[src/rtl/ixc_xfer_pkg.sv]
// Shared types and helpers for the wide transfer arbiter.
// Holds the FSM encoding and the round-robin pick function.
package ixc_xfer_pkg;

   localparam int DW_DEFAULT = 288;
   localparam int N_MAX      = 8;

   typedef enum logic {
      IDLE = 1'b0,
      LOCK = 1'b1
   } state_t;

   // First set bit searching ptr+1, ptr+2, ... modulo n.
   function automatic logic [2:0] rr_pick(
      input logic [N_MAX-1:0] valid,
      input logic [2:0]       ptr,
      input int               n
   );
      logic [2:0] idx;
      logic       found;
      int         j;
      idx   = '0;
      found = 1'b0;
      for (int k = 1; k <= N_MAX; k++) begin
         j = (int'(ptr) + k) % n;
         if (k <= n && !found && valid[j]) begin
            idx   = 3'(j);
            found = 1'b1;
         end
      end
      return idx;
   endfunction

endpackage

[src/rtl/ixc_wide_xfer_arb_rr_pick.sv]
// Combinational round-robin priority encoder.
// Thin N_REQ-parametrised wrapper around the package pick function.
module ixc_rr_pick
   import ixc_xfer_pkg::*;
#(
   parameter int N_REQ = 4,
   parameter int IDW   = 2
) (
   input  logic [N_REQ-1:0] valid,
   input  logic [IDW-1:0]   ptr,
   output logic [IDW-1:0]   idx,
   output logic             any
);

   assign idx = IDW'(rr_pick(N_MAX'(valid), 3'(ptr), N_REQ));
   assign any = |valid;

endmodule

[src/rtl/ixc_wide_xfer_arb.sv]
// Round-robin burst arbiter sharing one wide datapath.
// Grant is held for a whole burst; output is a one-entry register stage.
module ixc_wide_xfer_arb
   import ixc_xfer_pkg::*;
#(
   parameter int N_REQ = 4,
   parameter int DW    = DW_DEFAULT,
   parameter int IDW   = 2
) (
   input  logic                clk,
   input  logic                rst,
   input  logic [N_REQ-1:0]    req_valid,
   input  logic [N_REQ*DW-1:0] req_data,
   input  logic [N_REQ-1:0]    req_last,
   output logic [N_REQ-1:0]    req_ready,
   output logic                out_valid,
   output logic [DW-1:0]       out_data,
   output logic                out_last,
   output logic [IDW-1:0]      out_id,
   input  logic                out_ready,
   output logic                busy
);

   state_t         state;
   state_t         state_nxt;
   logic [IDW-1:0] rr_ptr;
   logic [IDW-1:0] gnt_id;
   logic [IDW-1:0] pick_id;
   logic           pick_any;
   logic           stage_free;
   logic           accept;
   logic           gnt_valid;
   logic           gnt_last;
   logic [DW-1:0]  gnt_data;
   logic [DW-1:0]  data_arr [N_REQ];

   for (genvar i = 0; i < N_REQ; i++) begin : g_unpack
      assign data_arr[i] = req_data[i*DW +: DW];
   end

   ixc_rr_pick #(
      .N_REQ (N_REQ),
      .IDW   (IDW)
   ) u_pick (
      .valid (req_valid),
      .ptr   (rr_ptr),
      .idx   (pick_id),
      .any   (pick_any)
   );

   assign gnt_valid  = req_valid[gnt_id];
   assign gnt_last   = req_last[gnt_id];
   assign gnt_data   = data_arr[gnt_id];
   assign stage_free = !out_valid || out_ready;
   assign accept     = (state == LOCK) && gnt_valid && stage_free;

   always_ff @(posedge clk) begin
      if (rst) state <= IDLE;
      else     state <= state_nxt;
   end

   always_comb begin
      state_nxt = state;
      unique case (state)
         IDLE: if (pick_any) state_nxt = LOCK;
         LOCK: if (accept && gnt_last) state_nxt = IDLE;
         default: state_nxt = IDLE;
      endcase
   end

   always_comb begin
      req_ready = '0;
      busy      = (state == LOCK);
      if (state == LOCK) req_ready[gnt_id] = stage_free;
   end

   // Pointer moves only when a burst completes, so a stalled
   // requester keeps its grant for as long as it needs.
   always_ff @(posedge clk) begin
      if (rst) begin
         rr_ptr <= IDW'(N_REQ - 1);
         gnt_id <= '0;
      end else begin
         if (state == IDLE && pick_any) gnt_id <= pick_id;
         if (accept && gnt_last)        rr_ptr <= gnt_id;
      end
   end

   always_ff @(posedge clk) begin
      if (rst) begin
         out_valid <= 1'b0;
         out_data  <= '0;
         out_last  <= 1'b0;
         out_id    <= '0;
      end else if (accept) begin
         out_valid <= 1'b1;
         out_data  <= gnt_data;
         out_last  <= gnt_last;
         out_id    <= gnt_id;
      end else if (out_ready) begin
         out_valid <= 1'b0;
      end
   end

endmodule

[config.mk]
export PLATFORM = sky130hd
export DESIGN_NAME = ixc_wide_xfer_arb
export DESIGN_NICKNAME = d
export VERILOG_FILES = /design/src/rtl/ixc_xfer_pkg.sv /design/src/rtl/ixc_wide_xfer_arb_rr_pick.sv /design/src/rtl/ixc_wide_xfer_arb.sv
export SDC_FILE = /design/constraint.sdc
export NUM_CORES = 1
export LEC_CHECK = 0
export ABC_AREA = 1
export BUFFER_PORTS_ARGS = -buffer_cell sky130_fd_sc_hd__buf_2
export CORE_AREA = 5 5 565 567
export DETAILED_ROUTE_END_ITERATION = 16
export DIE_AREA = 0 0 570 572
export GPL_TIMING_DRIVEN = 0
export HOLD_SLACK_MARGIN = 0.06
export PLACE_DENSITY = 0.3
export SLEW_MARGIN = 20
export SYNTH_ARGS = -nofsm -noshare
export SYNTH_HDL_FRONTEND = slang
export SYNTH_SLANG_ARGS = --single-unit
[constraint.sdc]
create_clock -name clk -period 4.51 [get_ports clk]
set_input_delay 0 -clock clk [delete_from_list [all_inputs] [get_ports clk]]
set_output_delay 0 -clock clk [all_outputs]
set_load 0.005 [all_outputs]
==> flow_summary_export.csv, run 1 <==
group,metric,value,unit
run_status,status,"complete, no violations",
power,intPower,8.24,mW
route,drcViolationCount,0,
setup_path,crit_top_cell,"nand2_1",
power,switchingPower,5.75,mW
place,io_buffers,1459,
synthesis,synth_cells,2960,
floorplan,start_util,0.0574,
power,powerDensity,363,mW/mm²
synthesis,synth_edf_count,0,
clock_tree,path_clk_slew,60,ps
timing,setup_viol_count_final,0,
layout,fillers,37100,
synthesis,yosysMostFrequentCell,"nand2_1",
setup_path,slowest_delay,880,ps
global_route,antenna_found_initial,318,
synthesis,async_reset_ff_frac,0,
layout,drive_gt1_frac,0.334,
global_route,grt_usage,0.159,
floorplan,row_count,206,
setup_path,critPathBufInv,4,
route,detail_route.wl_per_cell,29.3,µm
floorplan,die-area,0.326,mm²
route,num_vias,32100,
floorplan,fp.dieW,570,µm
layout,fin_area,0.0385,mm²
setup_path,crit_start,"gnt_id[0]",
synthesis,yosys-top-cells-count,"nand2_1, nor2_1, dfxtp_1, nand3_1, a221oi_1",
place,placed_cell_area,0.0307,mm²
clock_tree,cts_sinks,297,
setup_path,end_kind,"flip-flop",
route,routed_via_density,3.43,
global_route,grt_pass1_wl,337,mm
clock_tree,clk_latency,700,ps
setup_path,worst_ep_arrival_time,4660,ps
layout,regArea,0.00595,mm²
timing,worstMarginPinSlew,1140,ps
timing,fin_tns_setup,0,ps
synthesis,synth_area_leader_cell,"dfxtp_1",
setup_path,path_delay_family,"buffers and inverters",
synthesis,ys_seq_area_frac,0.330,
synthesis,syn-cell-area,0.0180,mm²
timing,max_clock_freq,247,MHz
layout,nNetsFinal,6230,
hold_path,hold_class,"input pin to flip-flop",
clock_tree,cts_resized,0,
route,drt-initial-drc-count,2332,
setup_path,critical_path_class,"flip-flop to flip-flop",
hold_path,min_from,"req_data[115]",
floorplan,core_area,0.314,mm²
floorplan,num_io_pins,1460,
timing,min_period_over_period,0.897,
power,combPwrFrac,0.469,
timing,finClkSkew,24.3,ps
synthesis,synth.top_cell.area_share,0.330,
setup_path,cp_slowest_cell,"clkbuf_1",
global_route,grt_max_degree,12,
layout,syn_to_final_growth,114,%
floorplan,die_h,572,µm
setup_path,startpoint_type,"flip-flop",
synthesis,synth.distinct_cells,19,
timing,final-hold-violation-count,0,
clock_tree,numCtsBuffers,47,
timing,final_max_slew_viol_count,0,
power,ir_drop,0.000259,V
layout,multi_input_area,0.0108,mm²
clock_tree,cts_max_level,2,
setup_path,crit_chain,"buf_2 > clkbuf_1 > clkbuf_1 > nand3_1 > nand2_1 > a221oi_1 > dlygate4sd3_1 > nand2_1 > nand2_1 > nor2_1",
place,dp_hpwl,245,mm
clock_tree,post_cts_buffers,0,
hold_path,holdPathStages,7,
synthesis,ys_ff_latch,297,
route,routed_wl,274,mm
timing,rsz0062_at_grt,"false",
global_route,overflow,0,
global_route,grt_pass1_vias,31500,
power,clock_power_share,0.301,
clock_tree,cts-root-buf,"clkbuf_16",
place,gp_congestion,0.994,
clock_tree,postCtsHoldBufs,591,
setup_path,ff2ff_setup_slack,460,ps
power,total_power,14.0,mW
setup_path,required,5120,ps
hold_path,holdPathEnd,"out_data[115]",
clock_tree,clk_path_buf_depth,3,
synthesis,syn-num-nets,4123,
setup_path,worst_r2r_path_depth,10,
power,leakage,18.0,nW
setup_path,cp_max_fo,11,
power,seqPwrFrac,0.229,
synthesis,yosysWarningCount,0,
synthesis,synthTopCellsByArea,"dfxtp_1, nand2_1, a221oi_1, nor2_1, nand3_1",
synthesis,avgSynthCellArea,6.08,µm²
route,dr.pass1.iters,6,
synthesis,dominantRegCellSynth,"dfxtp_1",
setup_path,rr_startpoint,"gnt_id[0]",
route,antenna_left,0,
clock_tree,cts_tree,"yes",
timing,period_minus_slack,4050,ps
setup_path,r2r_end,"out_data[195]",
setup_path,cp.depth,10,
job,drv_cap,0,
power,swShare,0.411,
timing,slew_headroom,0.239,
[area by class of cell]
type,count,area share
Timing Repair Buffer,2058,0.348
Multi-Input combinational cell,2391,0.281
Sequential cell,297,0.154
Tap cell,4160,0.135
Clock buffer,65,0.0363
Buffer,258,0.0311
Clock inverter,18,0.00734
Antenna cell,87,0.00565
Inverter,14,0.00136
[worst max path at each step]
stage / slack [ps] / endpoint
2_1_floorplan: 2900 / out_data[216]
3_3_place_gp: -140 / out_data[154]
3_5_place_dp: 570 / out_data[115]
4_1_cts: 180 / out_data[155]
5_1_grt: 270 / out_data[155]
6_report: 460 / out_data[195]
[power groups by stage]
stage | registers (mW) | logic (mW) | clock network, mW
3_3_place_gp | 3.25 | 5.42 | 0
3_5_place_dp | 3.26 | 5.45 | 0
4_1_cts | 3.21 | 6.67 | 4.42
2_1_floorplan | 3.26 | 2.33 | 0
5_1_grt | 3.25 | 7.12 | 4.44
6_report | 3.21 | 6.57 | 4.21
[sequential cells by signal (all words and copies together), names as in the netlist]
register,count
out_data,288
gnt_id,2
out_id,2
rr_ptr,2
busy,1
out_last,1
out_valid,1
[layer usage]
layer,GRT usage,vias up,part of all wire
met3,0.0697,664,0.11
met4,0.0545,194,0.043
li1,-,14200,-
met2,0.269,1930,0.46
met5,0,-,0.0045
met1,0.178,15100,0.38
[cells by family after synthesis]
group           share of synthesized area
simple gates                        0.457
flops                               0.330
buf+inv                            0.0684
compound gates                      0.144
[through the flow]
stage / hold WS, ps / std cells / utilization / setup WS (ps)
floorplan: 69.1 / 2960 / - / 2900
global placement: 288 / 8579 / 0.0973 / -136
detailed placement: 287 / 8587 / 0.0979 / 575
CTS: 82.4 / 9261 / 0.122 / 181
global route: 189 / 9302 / 0.122 / 272
finish: 142 / 9348 / 0.123 / 463
[placed cells by master, fill, tap and decap left out, drive strengths merged]
master       count
nand3          297
nor2           593
clkbuf         174
bufinv           7
a221oi         288
clkinv           7
diode           87
nor3             2
o211ai           2
a21oi            5
dlygate4sd3    591
clkinvlp         4
buf           1616
o21ai            3
dfxtp          297
o21a             1
inv             14
nand4            4
a22oi            1
nand2         1195
[worst register-to-register path, cell delays in order, from the launching register on]
cell           delay (ps)
dfxtp_1               300
buf_2                 290
clkbuf_1              880
clkbuf_1              720
nand3_1               580
nand2_1               190
a221oi_1              120
dlygate4sd3_1         670
nand2_1                80
nand2_1                50
nor2_1                100
(Power assumes the default switching activity.)
==> run 2, diff against run 1 <==
CELL_PAD_IN_SITES_DETAIL_PLACEMENT = 1   (was default)
CELL_PAD_IN_SITES_GLOBAL_PLACEMENT = 2   (was default)
CORE_AREA = 5 5 562 564   (was 5 5 565 567)
DIE_AREA = 0 0 567 569   (was 0 0 570 572)
PLACE_DENSITY = 0.42   (was 0.3)
==> flow_summary_export.csv, run 2 (synthesis results as in run 1) <==
group,metric,value,unit
setup_path,end_kind,"flip-flop",
setup_path,critical_path_class,"flip-flop to flip-flop",
timing,worstMarginPinSlew,953,ps
floorplan,die_h,569,µm
layout,layout_commonest_cell,"buf_2",
setup_path,worst_ep_arrival_time,4740,ps
run_status,status,"complete, no violations",
layout,final_util,0.124,
route,detail_route.wl_per_cell,28.0,µm
power,leakage,18.0,nW
layout,drive_gt1_frac,0.332,
clock_tree,path_clk_slew,60,ps
floorplan,fp.dieW,567,µm
timing,max_clock_freq,240,MHz
global_route,antenna_found_initial,259,
floorplan,core_area,0.310,mm²
layout,final_cell_mix,"buf_2, nand2_1, dlygate4sd3_1, nor2_1",
place,dp_hpwl,230,mm
timing,rsz0062_at_grt,"false",
clock_tree,cts_max_level,2,
route,dr.pass1.iters,5,
route,drt-initial-drc-count,1888,
setup_path,cp_slowest_cell,"buf_2",
timing,slew_headroom,0.364,
setup_path,slowest_delay,780,ps
clock_tree,cts_resized,0,
layout,top_register,"out_data",
route,drcViolationCount,0,
timing,period_minus_slack,4170,ps
setup_path,required,5080,ps
clock_tree,cts-root-buf,"clkbuf_16",
timing,setup_viol_count_final,0,
setup_path,startpoint_type,"flip-flop",
global_route,grt_pass1_wl,332,mm
global_route,grt_pass1_vias,32900,
route,routed_wl,260,mm
floorplan,num_io_pins,1460,
layout,nNetsFinal,6234,
timing,finClkSkew,55.8,ps
job,drv_cap,0,
global_route,grt_max_degree,13,
setup_path,cp_max_fo,10,
clock_tree,cts_sinks,297,
layout,largest_reg_flops,288,
floorplan,start_util,0.0580,
global_route,overflow,0,
clock_tree,clk_latency,680,ps
route,num_vias,31500,
power,total_power,14.0,mW
route,antenna_left,0,
hold_path,hold_class,"input pin to flip-flop",
global_route,grt_usage,0.154,
clock_tree,cts_tree,"yes",
layout,syn_to_final_growth,113,%
setup_path,critPathBufInv,5,
route,routed_via_density,3.38,
clock_tree,numCtsBuffers,49,
timing,final_max_slew_viol_count,0,
setup_path,path_delay_family,"buffers and inverters",
floorplan,die-area,0.323,mm²
floorplan,row_count,205,
timing,final-hold-violation-count,0,
setup_path,crit_chain,"buf_2 > nor2_1 > buf_2 > buf_2 > buf_2 > nand2_1 > nand2_1 > a221oi_1 > dlygate4sd3_1 > nand2_1 > nand2_1 > nor2_1",
power,powerDensity,364,mW/mm²
power,ir_drop,0.000270,V
place,io_buffers,1459,
timing,min_period_over_period,0.925,
clock_tree,clk_path_buf_depth,3,
place,gp_congestion,0.927,
[run 2: cell count changes in the layout (fill, tap and decap cells not counted), moves of 2 or more]
cell | before | now
clkinv_2 | 5 | 7
clkbuf_2 | 15 | 13
clkinv_4 | 2 | 0
dlygate4sd3_1 | 591 | 594
clkbuf_1 | 99 | 106
diode_2 | 87 | 52
clkbuf_8 | 11 | 7
buf_2 | 1590 | 1588
[run 2: cell type report]
type | instances | area [µm²]
Inverter | 14 | 52.6
Sequential cell | 297 | 5950
Timing Repair Buffer | 2060 | 13400
Buffer | 258 | 1200
Fill cell | 38100 | 272000
Clock buffer | 68 | 1390
Multi-Input combinational cell | 2391 | 10800
Clock inverter | 19 | 269
Antenna cell | 52 | 130
Tap cell | 4140 | 5180
[run 2: worst paths after layout]
check | from | to | slack, ps | depth (start not counted)
worst max-delay path | gnt_id[0] | out_data[188] | 340 | 12
worst min-delay path | out_ready | out_valid | 220 | 5
worst max register to register | gnt_id[0] | out_data[188] | 340 | 12
worst min register to register | out_data[152] | out_data[152] | 470 | 2
[run 2: power breakdown]
group          switching (mW)  internal, mW  leakage (nW)  total (mW)
Sequential              0.218          3.00          2.44        3.21
Clock                    1.69          2.48         0.800        4.16
Combinational            3.91          2.70          14.8        6.62
[run 2: worst min-delay path: stages]
cell           delay [ps]
dlygate4sd3_1         520
buf_2                 100
nor2_1                 70
nor2_1                110
nor2_1                 40
[run 2: metrics by stage]
stage	TNS (ps)	instances	cell area, µm²	hold slack, ps	setup WS (ps)
after floorplan	0	2960	18000	69.1	2900
after CTS	0	9247	38300	111	67.7
final	0	9299	38400	217	339
after global placement	-942	8559	30500	283	-245
after global routing	0	9259	38300	195	12.0
after detailed placement	0	8566	30700	283	711
[run 2: routing by layer]
metal,GRT usage,share of wire,vias up
met4,0.0300,0.022,130
met3,0.0582,0.092,409
met5,0,0.0035,-
met1,0.189,0.42,15100
met2,0.257,0.46,1599
li1,-,-,14200
[run 2: timing repair]
item / CTS / global route
hold buffers: 594 / 0
endpoints found under the hold margin: 296 / 0
setup buffers: 0 / 0
==> run 3, diff against run 2 <==
PLACE_DENSITY = 0.36   (was 0.42)
==> flow_summary_export.csv, run 3 (synthesis results as in run 1) <==
group,metric,value,unit
layout,final_cell_mix,"buf_2, nand2_1, nor2_1, dlygate4sd3_1",
timing,min_period_over_period,0.907,
setup_path,slowest_delay,560,ps
floorplan,row_count,205,
timing,rsz0062_at_grt,"false",
job,drv_cap,0,
layout,layout_commonest_cell,"buf_2",
layout,final_util,0.124,
timing,slew_headroom,0.281,
setup_path,worst_ep_arrival_time,4710,ps
place,dp_hpwl,228,mm
setup_path,ff2ff_setup_slack,420,ps
setup_path,crit_start,"gnt_id[0]",
floorplan,core_area,0.310,mm²
place,io_buffers,1459,
setup_path,critical_path_class,"flip-flop to flip-flop",
timing,final_max_slew_viol_count,0,
clock_tree,clk_path_buf_depth,3,
route,num_vias,31100,
floorplan,die-area,0.323,mm²
route,drt-initial-drc-count,1431,
layout,largest_reg_flops,288,
clock_tree,cts_tree,"yes",
route,routed_via_density,3.35,
clock_tree,path_clk_slew,60,ps
floorplan,fp.dieW,567,µm
setup_path,required,5130,ps
timing,finClkSkew,24.8,ps
timing,max_clock_freq,245,MHz
clock_tree,clk_latency,680,ps
floorplan,start_util,0.0580,
route,routed_wl,259,mm
place,gp_congestion,0.914,
route,dr.pass1.iters,7,
timing,setup_viol_count_final,0,
timing,final-hold-violation-count,0,
setup_path,startpoint_type,"flip-flop",
layout,nNetsFinal,6230,
power,powerDensity,369,mW/mm²
setup_path,rr_startpoint,"gnt_id[0]",
route,drcViolationCount,0,
setup_path,end_kind,"flip-flop",
timing,period_minus_slack,4090,ps
setup_path,cp_max_fo,10,
global_route,antenna_found_initial,225,
floorplan,die_h,569,µm
global_route,grt_usage,0.153,
global_route,grt_max_degree,14,
power,leakage,18.0,nW
clock_tree,cts_sinks,297,
clock_tree,cts-root-buf,"clkbuf_16",
setup_path,cp_slowest_cell,"dlygate4sd3_1",
hold_path,hold_class,"input pin to flip-flop",
power,ir_drop,0.000254,V
global_route,overflow,0,
timing,worstMarginPinSlew,1080,ps
place,placed_cell_area,0.0306,mm²
route,detail_route.wl_per_cell,27.9,µm
run_status,status,"complete, no violations",
layout,syn_to_final_growth,113,%
hold_path,min_from,"req_valid[0]",
clock_tree,cts_resized,0,
layout,top_register,"out_data",
clock_tree,numCtsBuffers,49,
route,antenna_left,0,
setup_path,crit_chain,"buf_2 > nand2_1 > inv_2 > a22oi_1 > dlygate4sd3_1 > nand2_1 > dlygate4sd3_1 > nand2_1 > inv_2 > buf_6 > buf_4 > buf_2 > nor2_1 > nor2_1 > dlygate4sd3_1",
global_route,grt_pass1_vias,32500,
clock_tree,cts_max_level,2,
layout,fin_area,0.0383,mm²
layout,drive_gt1_frac,0.333,
global_route,grt_pass1_wl,331,mm
floorplan,num_io_pins,1460,
[run 3: critical path: cells and delay by family (launching register included)]
family	cells	cell delay, ps
buffers and inverters	9	3120
AND/OR/NAND/NOR	5	500
flip-flops	1	300
AO/OA/AOI/OAI	1	70
[run 3: power breakdown]
part / internal (mW) / total (mW) / switching (mW)
registers: 2.99 / 3.21 / 0.212
logic: 2.69 / 6.63 / 3.94
clock network: 2.51 / 4.30 / 1.79
total: 8.20 / 14.1 / 5.94
[run 3: final timing paths]
path,to,depth (start not counted)
setup / recovery,out_valid,15
hold / removal,gnt_id[1],8
setup reg to reg,out_valid,15
hold reg to reg,out_data[120],2
[run 3: area by class of cell]
| type | instances | area (µm²) |
|---|---|---|
| Fill cell | 37900 | 272000 |
| Timing Repair Buffer | 2056 | 13300 |
| Multi-Input combinational cell | 2391 | 10800 |
| Sequential cell | 297 | 5950 |
| Tap cell | 4140 | 5180 |
| Clock buffer | 69 | 1400 |
| Buffer | 258 | 1200 |
| Clock inverter | 22 | 304 |
| Antenna cell | 40 | 100 |
| Inverter | 14 | 52.6 |
[run 3: timing repair]
item	in CTS	in global routing
hold buffers	591	0
setup buffers	0	0
hold endpoints to repair	297	0
[run 3: metal layers]
layer	wire, µm	up-vias	track usage
met5	728	-	0
met2	123000	1475	0.265
met3	22100	395	0.0540
li1	-	14200	-
met4	5110	112	0.0241
met1	108000	15000	0.186
[run 3: per-stage QoR]
| stage | setup slack [ps] | power [mW] | TNS (ps) | hold WS [ps] | std cells |
|---|---|---|---|---|---|
| detailed placement | 714 | 8.89 | 0 | 316 | 8565 |
| CTS | 140 | 14.6 | 0 | 62.2 | 9247 |
| global route | 150 | 15.1 | 0 | 166 | 9259 |
| floorplan | 2900 | 5.59 | 0 | 69.1 | 2960 |
| finish | 421 | 14.1 | 0 | 175 | 9287 |
| global placement | -316 | 8.84 | -571 | 314 | 8559 |
